`src/rtl/regfile_pkg.sv`:
```
// Shared constants and helpers for the scoreboarded register file.
// This covers address-width derivation, packed-port widths and the
// read-bypass source select.
package regfile_pkg;

  // Ceiling log2, used to derive the register address width from NREG.
  function automatic int clog2(input int n);
    int r;
    r = 0;
    while ((1 << r) < n) begin
      r = r + 1;
    end
    return r;
  endfunction

  // Width of the packed read-address bus.
  function automatic int rd_addr_w(input int nrd, input int aw);
    return nrd * aw;
  endfunction

  // Width of the packed read-data bus.
  function automatic int rd_data_w(input int nrd, input int dw);
    return nrd * dw;
  endfunction

  // Width of the flattened register array passed to the read ports.
  function automatic int rf_flat_w(input int nreg, input int dw);
    return nreg * dw;
  endfunction

  // Source selected by a read port: stored value or one of the write ports.
  typedef enum logic [1:0] {
    WSRC_RF = 2'd0,
    WSRC_W0 = 2'd1,
    WSRC_W1 = 2'd2
  } wsrc_e;

endpackage

```
`src/rtl/regfile_rdport.sv`:
```
// One combinational read port.
// It performs a write-first bypass from both write ports, with w0 taking
// priority over w1. Register 0 always reads as zero and is never busy.
// Both outputs are forced to zero while en_i is low, which is the case
// during reset.
module regfile_rdport
  import regfile_pkg::*;
#(
  parameter int DATA_W = 32,
  parameter int NREG   = 32,
  parameter int AW     = 5
) (
  input  logic                              en_i,
  input  logic [AW-1:0]                     addr_i,
  input  logic [rf_flat_w(NREG,DATA_W)-1:0] rf_i,
  input  logic [NREG-1:0]                   busy_i,
  input  logic                              w0_en_i,
  input  logic [AW-1:0]                     w0_addr_i,
  input  logic [DATA_W-1:0]                 w0_data_i,
  input  logic                              w1_en_i,
  input  logic [AW-1:0]                     w1_addr_i,
  input  logic [DATA_W-1:0]                 w1_data_i,
  output logic [DATA_W-1:0]                 data_o,
  output logic                              busy_o
);

  wsrc_e             wsrc;
  logic              addr_nz;
  logic              w0_hit;
  logic              w1_hit;
  logic [DATA_W-1:0] stored;

  assign addr_nz = (addr_i != '0);
  assign w0_hit  = w0_en_i && (w0_addr_i == addr_i) && addr_nz;
  assign w1_hit  = w1_en_i && (w1_addr_i == addr_i) && addr_nz;
  assign stored  = rf_i[int'(addr_i)*DATA_W +: DATA_W];

  // Pick the bypass source; w0 overrides w1 when both hit this address.
  always_comb begin
    wsrc = WSRC_RF;
    if (w1_hit) begin
      wsrc = WSRC_W1;
    end
    if (w0_hit) begin
      wsrc = WSRC_W0;
    end
  end

  // Drive read data and busy status, both gated off while disabled.
  always_comb begin
    data_o = '0;
    busy_o = 1'b0;
    if (en_i) begin
      case (wsrc)
        WSRC_W0: data_o = w0_data_i;
        WSRC_W1: data_o = w1_data_i;
        default: data_o = stored;
      endcase
      // A load writing back this cycle already hides the busy flag.
      busy_o = busy_i[addr_i] && !w1_hit && addr_nz;
    end
  end

endmodule

```
`src/rtl/regfile_sb.sv`:
```
// Multi-port register file with a load scoreboard.
// Port w0 is the ALU write port. Port w1 is the load writeback port, and it
// also clears the busy flag of its target. sb_set marks a register busy when
// a load issues. sb_err pulses when a load targets a register that is
// already pending.
module regfile_sb
  import regfile_pkg::*;
#(
  parameter int DATA_W = 32,
  parameter int NREG   = 32,
  parameter int NRD    = 2,
  localparam int AW    = clog2(NREG)
) (
  input  logic                             clk,
  input  logic                             clrn,
  input  logic [rd_addr_w(NRD,AW)-1:0]     rd_addr,
  output logic [rd_data_w(NRD,DATA_W)-1:0] rd_data,
  output logic [NRD-1:0]                   rd_busy,
  input  logic                             w0_en,
  input  logic [AW-1:0]                    w0_addr,
  input  logic [DATA_W-1:0]                w0_data,
  input  logic                             w1_en,
  input  logic [AW-1:0]                    w1_addr,
  input  logic [DATA_W-1:0]                w1_data,
  input  logic                             sb_set_en,
  input  logic [AW-1:0]                    sb_set_addr,
  output logic                             sb_err
);

  logic [rf_flat_w(NREG,DATA_W)-1:0] rf_flat;
  logic [NREG-1:0]                   busy_q;
  logic [NREG-1:0]                   busy_d;
  logic                              sb_err_q;
  logic                              sb_err_d;
  logic                              set_nz;
  logic                              set_cleared;

  // Register 0 is hardwired to zero and never stored.
  assign rf_flat[DATA_W-1:0] = '0;

  genvar gi;
  generate
    for (gi = 1; gi < NREG; gi++) begin : g_reg
      logic [DATA_W-1:0] val_q;
      logic [DATA_W-1:0] val_d;

      // Next value: w0 wins over w1 when both target this register.
      always_comb begin
        val_d = val_q;
        if (w1_en && (w1_addr == AW'(gi))) begin
          val_d = w1_data;
        end
        if (w0_en && (w0_addr == AW'(gi))) begin
          val_d = w0_data;
        end
      end

      // Storage flop, cleared asynchronously on reset.
      always_ff @(posedge clk or negedge clrn) begin
        if (!clrn) begin
          val_q <= '0;
        end else begin
          val_q <= val_d;
        end
      end

      assign rf_flat[gi*DATA_W +: DATA_W] = val_q;
    end
  endgenerate

  assign set_nz      = sb_set_en && (sb_set_addr != '0);
  assign set_cleared = w1_en && (w1_addr == sb_set_addr);

  // Scoreboard next state: the w1 clear is applied first so that a
  // coincident set of the same register wins.
  always_comb begin
    busy_d = busy_q;
    if (w1_en) begin
      busy_d[w1_addr] = 1'b0;
    end
    if (set_nz) begin
      busy_d[sb_set_addr] = 1'b1;
    end
    busy_d[0] = 1'b0;
    sb_err_d  = set_nz && busy_q[sb_set_addr] && !set_cleared;
  end

  // Scoreboard and error-pulse flops.
  always_ff @(posedge clk or negedge clrn) begin
    if (!clrn) begin
      busy_q   <= '0;
      sb_err_q <= 1'b0;
    end else begin
      busy_q   <= busy_d;
      sb_err_q <= sb_err_d;
    end
  end

  assign sb_err = sb_err_q;

  generate
    for (gi = 0; gi < NRD; gi++) begin : g_rd
      regfile_rdport #(
        .DATA_W (DATA_W),
        .NREG   (NREG),
        .AW     (AW)
      ) u_rdport (
        .en_i      (clrn),
        .addr_i    (rd_addr[gi*AW +: AW]),
        .rf_i      (rf_flat),
        .busy_i    (busy_q),
        .w0_en_i   (w0_en),
        .w0_addr_i (w0_addr),
        .w0_data_i (w0_data),
        .w1_en_i   (w1_en),
        .w1_addr_i (w1_addr),
        .w1_data_i (w1_data),
        .data_o    (rd_data[gi*DATA_W +: DATA_W]),
        .busy_o    (rd_busy[gi])
      );
    end
  endgenerate

endmodule

```
`config.mk`:
```
export PLATFORM = sky130hd
export DESIGN_NAME = regfile_sb
export DESIGN_NICKNAME = d
export VERILOG_FILES = /design/src/rtl/regfile_pkg.sv /design/src/rtl/regfile_rdport.sv /design/src/rtl/regfile_sb.sv
export SDC_FILE = /design/constraint.sdc
export NUM_CORES = 2
export LEC_CHECK = 0
export ABC_AREA = 0
export BUFFER_PORTS_ARGS = -buffer_cell sky130_fd_sc_hd__buf_2
export CAP_MARGIN = 20
export CORE_MARGIN = 1
export CORE_UTILIZATION = 50
export CTS_CLUSTER_SIZE = 40
export DETAILED_ROUTE_END_ITERATION = 12
export PLACE_DENSITY = 0.69
export SYNTH_ARGS = -nofsm -noshare
export SYNTH_HDL_FRONTEND = slang
export SYNTH_SLANG_ARGS = --single-unit
```
`constraint.sdc`:
```
create_clock -name clk -period 3 [get_ports clk]
set_clock_uncertainty 0.15 [all_clocks]
set_input_delay 0.6 -clock clk [delete_from_list [all_inputs] [get_ports clk]]
set_output_delay 0.6 -clock clk [all_outputs]
set_load 0.02 [all_outputs]
```
==> out/summary.md <==
Critical path endpoint category: an output pin. The area added between synthesis and finish is 24.2%. The run gives 0 as the final number of max-transition violations. Global routing consumed, over all layers together, 41.1% of the routing resources.

Post-synthesis register bit count: 1,024. For the worst flop-to-flop path, the logic depth is 6. Launch point of the worst reg-to-reg path: busy_q[14].

dfrtp_1 takes more of the synthesized area than any other cell. The tools report the total CTS buffers as 113. Of the cells placed in the final design, the portion with a size suffix greater than 1 is 27.6%. For this run, the post-layout net count is 6,865. The run gives 8,131 as the initial DRC count. The critical path goes through mux4_2, mux2i_1, nor2_1, a2111oi_4, buf_4, a211oi_2, buf_4.

Summed over all failing endpoints, the final setup total negative slack is -21,600 ps. The checks that failed: negative hold slack, negative setup slack. The switching power as a share of total power came out at 32.2%.

The setup slack on the worst flop-to-flop path was 1160 ps; the maximum fanout along the worst path was 3. The clock tree synthesis step divided the H-tree into 3 levels. The power density relative to cell area is 609 nW/µm², and the final weighted congestion in routability-driven placement is 0.965.

Fraction of power consumed by the clock network: 30.1%. The analysis attributes to cell leakage a power of 36.2 nW. The final worst-path setup slack was -495 ps.

The post-DP HPWL came out at 167 mm. Cells fill 62.7% of the core in the end. Headroom to the max-slew limit came out at 36.1%.

Across all layers, the routed design uses 60,400 vias. Remaining global-route overflow: 0. Once the floorplan was initialized, standard cells occupied 50.4% of the core. The worst reg2reg path endpoint was sb_err.

Counting flops with an async set or reset pin after synthesis yields a share of 100%. The floorplan step set the die width to 366 µm. Sorting the synthesized cells by how often they occur yields 1,255 x mux2i_1, 1,024 x dfrtp_1, 820 x nor2_1, 805 x a21oi_1, 500 x clkbuf_1. The average cell area after synthesis is 10.2 µm². The routed design could run at a clock period as short as 3490 ps. Max-cap violations in this run came to 0. Setup repair after global routing could not meet its margin everywhere.

Counting flops with a built-in enable in the synthesized netlist gives 0. The first TritonRoute pass finished after 8 iterations. The logs give 2740 ps for the arrival time of data at the critical path endpoint and 50.2 mW for the overall power consumption. Cell row count: 133.

For the pin with the worst max-slew slack, the measured transition is 952 ps. The total setup violations reported at the end of the flow came out at 66. The filler cells instantiated in the layout total 10,000.

The setup path with the least slack is of type flip-flop to output pin. After clock tree synthesis, the clock-pin slew on the worst setup and hold paths is 60 ps. The core box area is 131,000 µm², and the number of sinks on the clock net is 1,024. In this run, placement finished with an instance count of 8,231. The tools report the worst vdd rail ir drop as 0.000567 V.

The overall die height was 366 µm. In this run the clock root is driven by a clkbuf_16. The residual DRC count is 0. The path class of the lowest-slack min-delay path is input port to asynchronous set/reset pin. The cell repeated most along the worst path is buf_4.

The clock passes through at most 3 buffers. The net switching power is 16.2 mW. The I/O pin total is 161. For the worst-skew pair, the clock arrives at the later sink with an insertion delay of 770 ps. The finished layout holds 8,634 standard cells, fillers aside. In the post-synthesis netlist, the cell with the most instances is mux2i_1.

The tools report the combinational fraction of design power as 28.5%. Cell type of the slowest stage on the worst timing path: mux4_2. The floorplan step defined a die boundary enclosing 134,000 µm². The tools report the highest achievable clock rate as 286 MHz.

After detailed routing, the number of vias per cell comes to 7.00. The netlist uses 60 different library cells. For the number of antenna violations at the first check in global routing, the log shows 6. In this run the tool buffered the top-level ports with 160 buffer cells. Summed over its instances, the top area cell type makes up 38.6% of the synthesized netlist area.

The post-detailed-route count of antenna-violating nets is 0. Summing the sequential cell areas from Yosys gives 38.6% of the chip area. Sequential cells burn 41.4% of the power. The run gives -32.0 ps as the final hold slack.

Sorting the synthesized cells by area gives the leading types as dfrtp_1 39%, mux2i_1 19%, mux4_2 13%. Wires add up to 283 mm. The tools report the number of warnings printed during yosys synthesis as 0. Delay contributed by the slowest stage of the critical path: 470 ps. The tools report the combined area of all synthesized cells as 66,300 µm². The routed wire length per instance came out at 32.8 µm. In the synthesized netlist the dominant register cell turns out to be dfrtp_1. TritonCTS built the clock tree.

The tools report the type of element launching the critical path as a flip-flop. The flow ran to the end, but the final reports show violations. Entering global routing, the biggest net connects 110 pins. For the synthesized netlist net count, the log shows 6,595.

For the cell-internal power, the log shows 34.0 mW. Via count of the first global-routing pass: 58,900. The logs give 2250 ps for the required time of the critical path and 407 mm for the global-route wire length before repair. Synthesis produced 6,501 cells. The part of the cycle the worst path needs works out to 116%.

Hold violation count in the final report: 10.
[layer usage]
layer / vias to the layer above / global-route usage [%] / wire (µm)
met1: 29400 / 51.4 / 96300
met3: 1511 / 14.6 / 43900
met4: 2 / 29.6 / 25000
li1: 24400 / - / -
met2: 5144 / 58.9 / 118000
met5: - / 0 / 13
[cell type report]
type / count / area (µm²) / area share (%)
tap: 1755 / 2200 / 2.67
inverter: 8 / 30.0 / 0.0365
clock inverter: 41 / 588 / 0.714
antenna: 16 / 40.0 / 0.0486
sequential: 1024 / 25600 / 31.1
multi-input combinational: 4671 / 39200 / 47.6
clock buffer: 166 / 3380 / 4.10
timing repair buffer: 953 / 11300 / 13.8
[kinds of logic (layout without fill, tap and decap cells)]
kind of cell	after synthesis	in the layout	synth area share (%)
mux	1695	1695	32.8
compound gates	1562	1562	14.0
simple gates	1389	1389	8.70
flops	1024	1024	38.6
buf+inv	806	1168	5.56
xor+xnor	25	25	0.330
other cells	0	16	0
[worst max-delay path, delay by kind of cell, from the launching register on]
kind | cells | cell delay (ps)
AO/OA/AOI/OAI | 2 | 420
multiplexers | 2 | 660
flip-flops | 1 | 420
buffers and inverters | 2 | 360
AND/OR/NAND/NOR | 1 | 100
[flip-flops by register name, indices dropped and copies added (netlist names)]
register	flops
busy_q	31
sb_err	1
g.val_q	992
[through the flow]
step | setup slack [ps] | instance area (µm²)
floorplan | -46.8 | 67000
global placement | -743 | 73900
detailed placement | -710 | 73900
CTS | -474 | 81600
global route | -512 | 82300
finish | -495 | 82400
[power groups by stage]
stage | clock (mW) | combinational, mW | sequential (mW)
after floorplan | 0 | 9.61 | 19.6
after global placement | 0 | 12.4 | 20.6
after detailed placement | 0 | 12.8 | 20.8
after CTS | 15.1 | 13.8 | 20.6
after global routing | 15.7 | 15.3 | 21.1
final | 15.1 | 14.3 | 20.8
[how the worst max path moves through the flow]
stage                            start           to  slack (ps)
finish              g_reg[17].val_q[6]   rd_data[6]        -490
global route        g_reg[22].val_q[2]   rd_data[2]        -510
CTS                 g_reg[22].val_q[6]   rd_data[6]        -470
detailed placement          rd_addr[0]   rd_data[6]        -710
global placement            rd_addr[0]   rd_data[6]        -740
floorplan                   rd_addr[1]  rd_data[30]         -50
[timing repair]
action                                 4_1_cts  5_1_grt
pin swaps                                  140       77
setup endpoints to repair                   66       66
hold buffers                                 7        9
gates resized for setup                    370       96
endpoints found under the hold margin      182       86
gates cloned                                29        5
setup buffers                              114       41
[layout by cell type (no fill, tap or decap), types with 76 or more instances in the layout]
| cell type | synthesis | layout |
|---|---|---|
| mux2i_1 | 1255 | 1250 |
| dfrtp_1 | 1024 | 1024 |
| o21ai_0 | 330 | 323 |
| buf_2 | 157 | 76 |
| buf_4 | 66 | 475 |
| buf_12 | 0 | 233 |
| buf_6 | 24 | 92 |
| mux4_2 | 374 | 374 |
| a21oi_1 | 805 | 800 |
| nor2_1 | 820 | 811 |
| clkbuf_16 | 0 | 120 |
| nand2_1 | 342 | 310 |
No activity file was read; power rests on OpenSTA's default activity.
